==> src/rtl/wm_neighbourhood_fetch.sv <==
// Causal 2x2 neighbourhood fetch for the watermark insertion stage.
// A single-row line buffer supplies the upper/upper-left pixels; border pixels carry no symbol.
module wm_neighbourhood_fetch #(
  parameter int IMG_WIDTH  = 4,
  parameter int IMG_HEIGHT = 3,
  parameter int WM_LEN     = 4
) (
  input  logic       clk,
  input  logic       rst,
  input  logic [7:0] pix_data,
  input  logic       pix_valid,
  input  logic       pix_sof,
  output logic       pix_ready,
  input  logic [1:0] wm_sym,
  input  logic       wm_valid,
  output logic       wm_ready,
  output logic [7:0] Data1,
  output logic [7:0] Data2,
  output logic [7:0] Data3,
  output logic [7:0] Data4,
  output logic [1:0] WM_data,
  output logic       start,
  output logic       frame_done
);

  localparam int CW  = (IMG_WIDTH  > 1) ? $clog2(IMG_WIDTH)  : 1;
  localparam int RW  = (IMG_HEIGHT > 1) ? $clog2(IMG_HEIGHT) : 1;
  localparam int WCW = $clog2(WM_LEN + 1);

  typedef enum logic [0:0] {IDLE = 1'b0, RUN = 1'b1} state_t;

  state_t         state_q, state_d;
  logic [RW-1:0]  row_q, row_d;
  logic [CW-1:0]  col_q, col_d;
  logic [WCW-1:0] wm_cnt_q, wm_cnt_d;
  logic [7:0]     left_q, left_d, ul_q, ul_d;
  logic [7:0]     d1_q, d1_d, d2_q, d2_d, d3_q, d3_d, d4_q, d4_d;
  logic [1:0]     wm_q, wm_d;
  logic           start_q, start_d, fd_q, fd_d;
  logic [7:0]     line_buf_q [IMG_WIDTH];

  logic           sof_s, interior_s, need_wm_s, accept_s, process_s, last_s;
  logic [RW-1:0]  cur_row_s;
  logic [CW-1:0]  cur_col_s;
  logic [WCW-1:0] cur_cnt_s;

  // An accepted sof forces position (0,0) and a fresh symbol count for this very pixel.
  assign sof_s      = pix_valid & pix_sof;
  assign cur_row_s  = sof_s ? {RW{1'b0}}  : row_q;
  assign cur_col_s  = sof_s ? {CW{1'b0}}  : col_q;
  assign cur_cnt_s  = sof_s ? {WCW{1'b0}} : wm_cnt_q;
  assign interior_s = (cur_row_s != {RW{1'b0}}) & (cur_col_s != {CW{1'b0}});
  assign need_wm_s  = interior_s & (cur_cnt_s < WCW'(WM_LEN));
  assign pix_ready  = ~need_wm_s | wm_valid;
  assign wm_ready   = pix_valid & pix_ready & need_wm_s;
  assign accept_s   = pix_valid & pix_ready;
  assign process_s  = accept_s & ((state_q == RUN) | sof_s);
  assign last_s     = (cur_row_s == RW'(IMG_HEIGHT - 1)) & (cur_col_s == CW'(IMG_WIDTH - 1));

  always_comb begin
    state_d  = state_q;
    row_d    = row_q;
    col_d    = col_q;
    wm_cnt_d = wm_cnt_q;
    left_d   = left_q;
    ul_d     = ul_q;
    d1_d     = d1_q;
    d2_d     = d2_q;
    d3_d     = d3_q;
    d4_d     = d4_q;
    wm_d     = wm_q;
    start_d  = 1'b0;
    fd_d     = 1'b0;
    if (process_s) begin
      d1_d     = pix_data;
      d2_d     = interior_s ? left_q : 8'h00;
      d3_d     = interior_s ? ul_q : 8'h00;
      d4_d     = interior_s ? line_buf_q[cur_col_s] : 8'h00;
      // Illegal symbol 11 is consumed but embeds nothing.
      wm_d     = (need_wm_s && (wm_sym != 2'b11)) ? wm_sym : 2'b00;
      start_d  = 1'b1;
      fd_d     = last_s;
      left_d   = pix_data;
      ul_d     = line_buf_q[cur_col_s];
      wm_cnt_d = need_wm_s ? (cur_cnt_s + WCW'(1)) : cur_cnt_s;
      if (last_s) begin
        state_d  = IDLE;
        row_d    = {RW{1'b0}};
        col_d    = {CW{1'b0}};
        wm_cnt_d = {WCW{1'b0}};
      end else if (cur_col_s == CW'(IMG_WIDTH - 1)) begin
        state_d = RUN;
        col_d   = {CW{1'b0}};
        row_d   = cur_row_s + RW'(1);
      end else begin
        state_d = RUN;
        col_d   = cur_col_s + CW'(1);
        row_d   = cur_row_s;
      end
    end else begin
      start_d = 1'b0;
    end
  end

  always_ff @(posedge clk) begin
    if (rst) begin
      state_q  <= IDLE;
      row_q    <= {RW{1'b0}};
      col_q    <= {CW{1'b0}};
      wm_cnt_q <= {WCW{1'b0}};
      left_q   <= 8'h00;
      ul_q     <= 8'h00;
      d1_q     <= 8'h00;
      d2_q     <= 8'h00;
      d3_q     <= 8'h00;
      d4_q     <= 8'h00;
      wm_q     <= 2'b00;
      start_q  <= 1'b0;
      fd_q     <= 1'b0;
    end else begin
      state_q  <= state_d;
      row_q    <= row_d;
      col_q    <= col_d;
      wm_cnt_q <= wm_cnt_d;
      left_q   <= left_d;
      ul_q     <= ul_d;
      d1_q     <= d1_d;
      d2_q     <= d2_d;
      d3_q     <= d3_d;
      d4_q     <= d4_d;
      wm_q     <= wm_d;
      start_q  <= start_d;
      fd_q     <= fd_d;
    end
  end

  // Line buffer holds the previous row; contents need no reset.
  always_ff @(posedge clk) begin
    if (!rst && process_s) begin
      line_buf_q[cur_col_s] <= pix_data;
    end
  end

  assign Data1      = d1_q;
  assign Data2      = d2_q;
  assign Data3      = d3_q;
  assign Data4      = d4_q;
  assign WM_data    = wm_q;
  assign start      = start_q;
  assign frame_done = fd_q;

endmodule

==> config.mk <==
export PLATFORM = sky130hd
export DESIGN_NAME = wm_neighbourhood_fetch
export DESIGN_NICKNAME = d
export VERILOG_FILES = /design/src/rtl/wm_neighbourhood_fetch.sv
export SDC_FILE = /design/constraint.sdc
export NUM_CORES = 1
export LEC_CHECK = 0
export BUFFER_PORTS_ARGS = -buffer_cell sky130_fd_sc_hd__buf_2
export CAP_MARGIN = 20
export CORE_UTILIZATION = 56
export DETAILED_ROUTE_END_ITERATION = 16
export GPL_ROUTABILITY_DRIVEN = 1
export PLACE_DENSITY_LB_ADDON = 0.1
export SLEW_MARGIN = 20
export SYNTH_ARGS = -nofsm -noshare
export SYNTH_HDL_FRONTEND = slang
export SYNTH_SLANG_ARGS = --single-unit
==> constraint.sdc <==
create_clock -name clk -period 3.1 [get_ports clk]
set_input_delay 0.31 -clock clk [delete_from_list [all_inputs] [get_ports clk]]
set_output_delay 0.31 -clock clk [all_outputs]
set_load 0.005 [all_outputs]
==> After elaboration in Yosys (flattened, before gate mapping) <==
Memory sizes are Yosys's and may differ from the RTL's.
Index checks and enable logic that the tools add are counted.
{ "word_totals": {"register_bits": 52, "ram_bits": 32, "input_bits": 15, "output_inout_bits": 38, "n_memories": 1} }
{ "classes": {"addsub": 3, "n_lt_le_gt_ge": 1, "eq_ne": 3, "muxes": 17, "bitwise": 11, "n_reduce_logical": 6} }
{ "memory_table": {"columns": ["memory", "depth", "word_bits", "rd", "rd_clocked_by_memory_dff", "write_ports", "line", "text"], "rows": [
  ["line_buf_q", 4, 8, 1, 0, 1, "40", "logic [7:0] line_buf_q [IMG_WIDTH];"]
]} }
{ "op_table": {"columns": ["operator", "count"], "rows": [
  ["2-to-1 mux 8 bit", 3],
  ["2-to-1 mux 2 bit", 7],
  ["2-to-1 mux 3 bit", 3],
  ["bitwise AND 1 bit", 7],
  ["adder 2 x 1 -> 2 bit, second input constant", 2],
  ["== test 2 bit, second input constant", 2],
  ["2-to-1 mux 1 bit", 4],
  ["nonzero test 2 bit", 2],
  ["adder 3 x 1 -> 3 bit, second input constant", 1],
  ["less-than comparator 3 bit, second input constant", 1],
  ["logical AND 1 bit", 2],
  ["!= test 2 bit, second input constant", 1],
  ["inverter 1 bit", 2],
  ["bitwise OR 1 bit", 2],
  ["OR reduction 2 bit", 1],
  ["zero test 1 bit", 1]
]} }

==> Longest topological paths before layout <==
{ "depth": {"ltp_word": 12, "ltp_mapped": 11} }

==> Least setup slack after synthesis <==
No wires, ideal clock.
{ "synth_path": {"path_type": "input -> register", "from": "in pix_valid", "to": "mem line_buf_q[1][0] (enable)", "arrival_time_ns": 2.285, "required_ns": 2.823, "path_slack_ns": 0.538, "cell_stages": 10, "n_path_buf": 3, "path_cell_list": "buf_2 > nand2_1 > clkbuf_1 > nand2_1 > ha_1 > or2_4 > o311ai_4 > buf_4 > inv_2 > and2_1"} }
{ "synth_via": {"elab_chain_len": 12} }
{ "synth_rtl": {"columns": ["item", "line", "text"], "rows": [
  ["start, declared", "11", "input logic pix_valid,"],
  ["branches (longest 12 deep; another with less-than comparator 3 bit)", null, null],
  ["end, declared", "40", null]
]} }
Parallel ways; which one is timed is not known.

==> Final worst setup path <==
{ "layout_path": {"from": "reg col_q[1]", "to": "out wm_ready"} }
{ "layout_via": {"elab_chain_len": 8} }
{ "layout_rtl": {"columns": ["item", "line", "text"], "rows": [
  ["start, declared", "34", "logic [CW-1:0] col_q, col_d;"],
  ["start signal, assigned", "109", "col_q <= {CW{1'b0}};"],
  ["start signal, assigned", "123", "col_q <= col_d;"],
  ["2-to-1 mux 2 bit *", "50", "assign cur_col_s = sof_s ? {CW{1'b0}} : col_q;"],
  ["nonzero test 2 bit *", "52", "assign interior_s = (cur_row_s != {RW{1'b0}}) & (cur_col_s != {CW{1'b0}});"],
  ["bitwise AND 1 bit *", "52", null],
  ["bitwise AND 1 bit *", "53", "assign need_wm_s = interior_s & (cur_cnt_s < WCW'(WM_LEN));"],
  ["inverter 1 bit", "54", "assign pix_ready = ~need_wm_s | wm_valid;"],
  ["bitwise OR 1 bit", "54", null],
  ["bitwise AND 1 bit", "55", "assign wm_ready = pix_valid & pix_ready & need_wm_s;"],
  ["bitwise AND 1 bit *", "55", null],
  ["end, declared", "16", "output logic wm_ready,"]
]} }
Mark *: on every way between the ends. The rest lies on a longest branch, timed or not.

==> results_dict.tcl <==
set metrics [dict create \
    post_synth_num_cell_types 47 \
    syn_area_um2 3380 \
    fin_tns_setup_ns 0 \
    cts_resized 0 \
    stdcell_area_um2 3880 \
    cts_buffers 9 \
    slowest_delay_ns 0.58 \
    cp_max_fo 10 \
    path_clk_slew_ns 0.09 \
    crit_type "reg -> out" \
    synth_nets 315 \
    clock_latency_ns 0.35 \
    ys_seq_area_share_pct 59.1 \
    grt_overflow 0 \
    whs_ns 0.211 \
    grt_util_met2_pct 42.6 \
    drc 0 \
    synth_flop_cell "dfxtp_1" \
    row_count 27 \
    root_buffer "clkbuf_8" \
    grt_pass1_vias 2398 \
    period_share_pct 86.9 \
    start_util_pct 59.6 \
    firstDrtPassIters 4 \
    netlist_instances 293 \
    core_area_um2 5680 \
    maxSlewViolCount 0 \
    ir_drop_v 0.000309 \
    power_leakage_nw 1.54 \
    cp.required_ns 2.79 \
    use_met1_pct 32.0 \
    cts_num_sinks 84 \
    crit_chain "a21boi_2, inv_1, ha_1, nor2_2, nand3_1, and3_1, buf_2" \
    finalWorstSetupSlack_ns 0.405 \
    power_density_nw_per_um2 562 \
    synth_seq_cells 84 \
    power_mw 2.18 \
    io_buffers 52 \
    io_pins 53 \
    fp.dieW_um 79.7 \
    synth_edf_count 32 \
    status "complete, no violations" \
    syn_area_per_cell_um2 11.6 \
    rsz0062_at_grt "false" \
    start_kind "flip-flop" \
    cap_violations 0 \
    area_growth_pct 14.7 \
    setup_viol 0 \
    diodes 0 \
    vias_per_cell 5.82 \
    async_flop_share_pct 0 \
    post_cts_buffers 0 \
    wire_per_inst_um 17.4 \
    grtUsageMet3_pct 5.14 \
    htreeDepth 3 \
    placed_cell_area_um2 3660 \
    fin_skew_ns 0.0108 \
    place_congestion 0.810 \
    antenna_found_initial 0 \
    routed_wirelength_um 7300 \
    clk_path_buf_depth 2 \
    busiest_layer "met2" \
    final_antenna_net_count 0 \
    rrSetupSlack_ns 0.62 \
    place_ws_ns 0.537 \
    drt-initial-drc-count 147 \
    grt_max_degree 26 \
    ctsHoldBuffers 0 \
    post-dp-hpwl_um 4980 \
    grt.total_usage_pct 25.5 \
    hold_path.class "in -> reg" \
    crit_slowest_cell "dfxtp_1" \
    layout-drive-gt1-share_pct 24.8 \
    fin_crit_ns 2.70 \
    slew_headroom_pct 52.6 \
    die-area_um2 6360 \
    grt_pass1_wl_um 12000 \
    endpoint_kind "output pin" \
    crit_arrival_ns 2.39 \
    final-hold-violation-count 0 \
    ys_warn_count 0 \
    final_nets 365 \
    die_h_um 79.7 \
    fmax_ghz 0.371 \
    cts_tree "built" \
    worst_pin_slew_ns 0.710 \
    vias 2440 \
]
metal layers:
layer  part of all wire (%)  routed length [µm]
met3                    4.7                 345
met1                     44                3180
met4                    2.2                 164
met5                      0                   0
met2                     49                3600
metrics by stage:
step                      instances  utilization, %
final                           419            68.4
after global routing            419            68.4
after CTS                       419            68.4
after detailed placement        404            64.5
after global placement          404            64.5
after floorplan                 293               -
final timing paths:
check	start	to	cells after the start
setup / recovery	col_q[1]	wm_ready	7
hold reg to reg	WM_data[0]	WM_data[0]	2
hold / removal	pix_data[2]	line_buf_q[3][2]	1
setup reg to reg	col_q[1]	line_buf_q[3][3]	7
area by class of cell:
type	instances	area, µm²
sequential	84	2000
fill	455	1790
multi-input combinational	183	1240
timing repair buffer	58	305
clock buffer	12	199
tap	72	90.1
inverter	7	26.3
clock inverter	3	23.8
flip-flops by register name, indices dropped and copies added, names as in the netlist:
signal / flops
Data4: 8
start: 1
line_buf_q: 32
Data2: 8
wm_cnt_q: 3
state_q: 1
frame_done: 1
Data3: 8
col_q: 2
Data1: 8
WM_data: 2
ul_q: 8
row_q: 2
cells in the mapped netlist (all sizes together) (2+ instances only):
master	n	share of area, %
nor2	14	1.9
buf	15	3.1
a31oi	2	0.81
dfxtp	52	31
nand2	42	4.9
nand3	3	0.44
o2bb2ai	9	2.3
nand4b	2	0.52
o21ai	3	0.44
and3	2	0.37
clkbuf	4	0.44
o221ai	9	2.3
ha	7	2.6
and2	6	1.1
inv	7	0.78
edfxtp	32	28
a22o	16	4.1
a21oi	33	5.0
mux2i	8	2.4
o22ai	8	1.5
cell families after synthesis:
| logic type | Yosys count | share of synthesized area [%] |
|---|---|---|
| AND/OR/NAND/NOR | 77 | 11.3 |
| AO/OA/AOI/OAI | 91 | 20.3 |
| adder cells (fa/ha/maj) | 7 | 2.59 |
| flip-flops | 84 | 59.1 |
| buffers and inverters | 26 | 4.32 |
| multiplexers | 8 | 2.37 |
report_power, final:
group,switching (mW),total (mW),internal (mW)
Clock,0.394,0.832,0.438
Combinational,0.109,0.167,0.0581
Sequential,0.0146,1.18,1.17
Total,0.517,2.18,1.66
worst max-delay path, delay by kind of cell, from the launching register on:
| kind | cells | cell delay (ns) |
|---|---|---|
| flip-flops | 1 | 0.58 |
| adder cells (fa/ha/maj) | 1 | 0.23 |
| AND/OR/NAND/NOR | 3 | 0.78 |
| buffers and inverters | 2 | 0.20 |
| AO/OA/AOI/OAI | 1 | 0.25 |
cell usage in the layout, fill, tap and decap left out, drive strengths merged, types with 6 or more instances in the layout:
master,n
buf,58
dfxtp,52
nand2,42
a21oi,33
edfxtp,32
a22o,16
nor2,14
clkbuf,12
o221ai,9
o2bb2ai,9
inv,9
mux2i,8
o22ai,8
ha,7
and2,6
(Power assumes the default switching activity.)
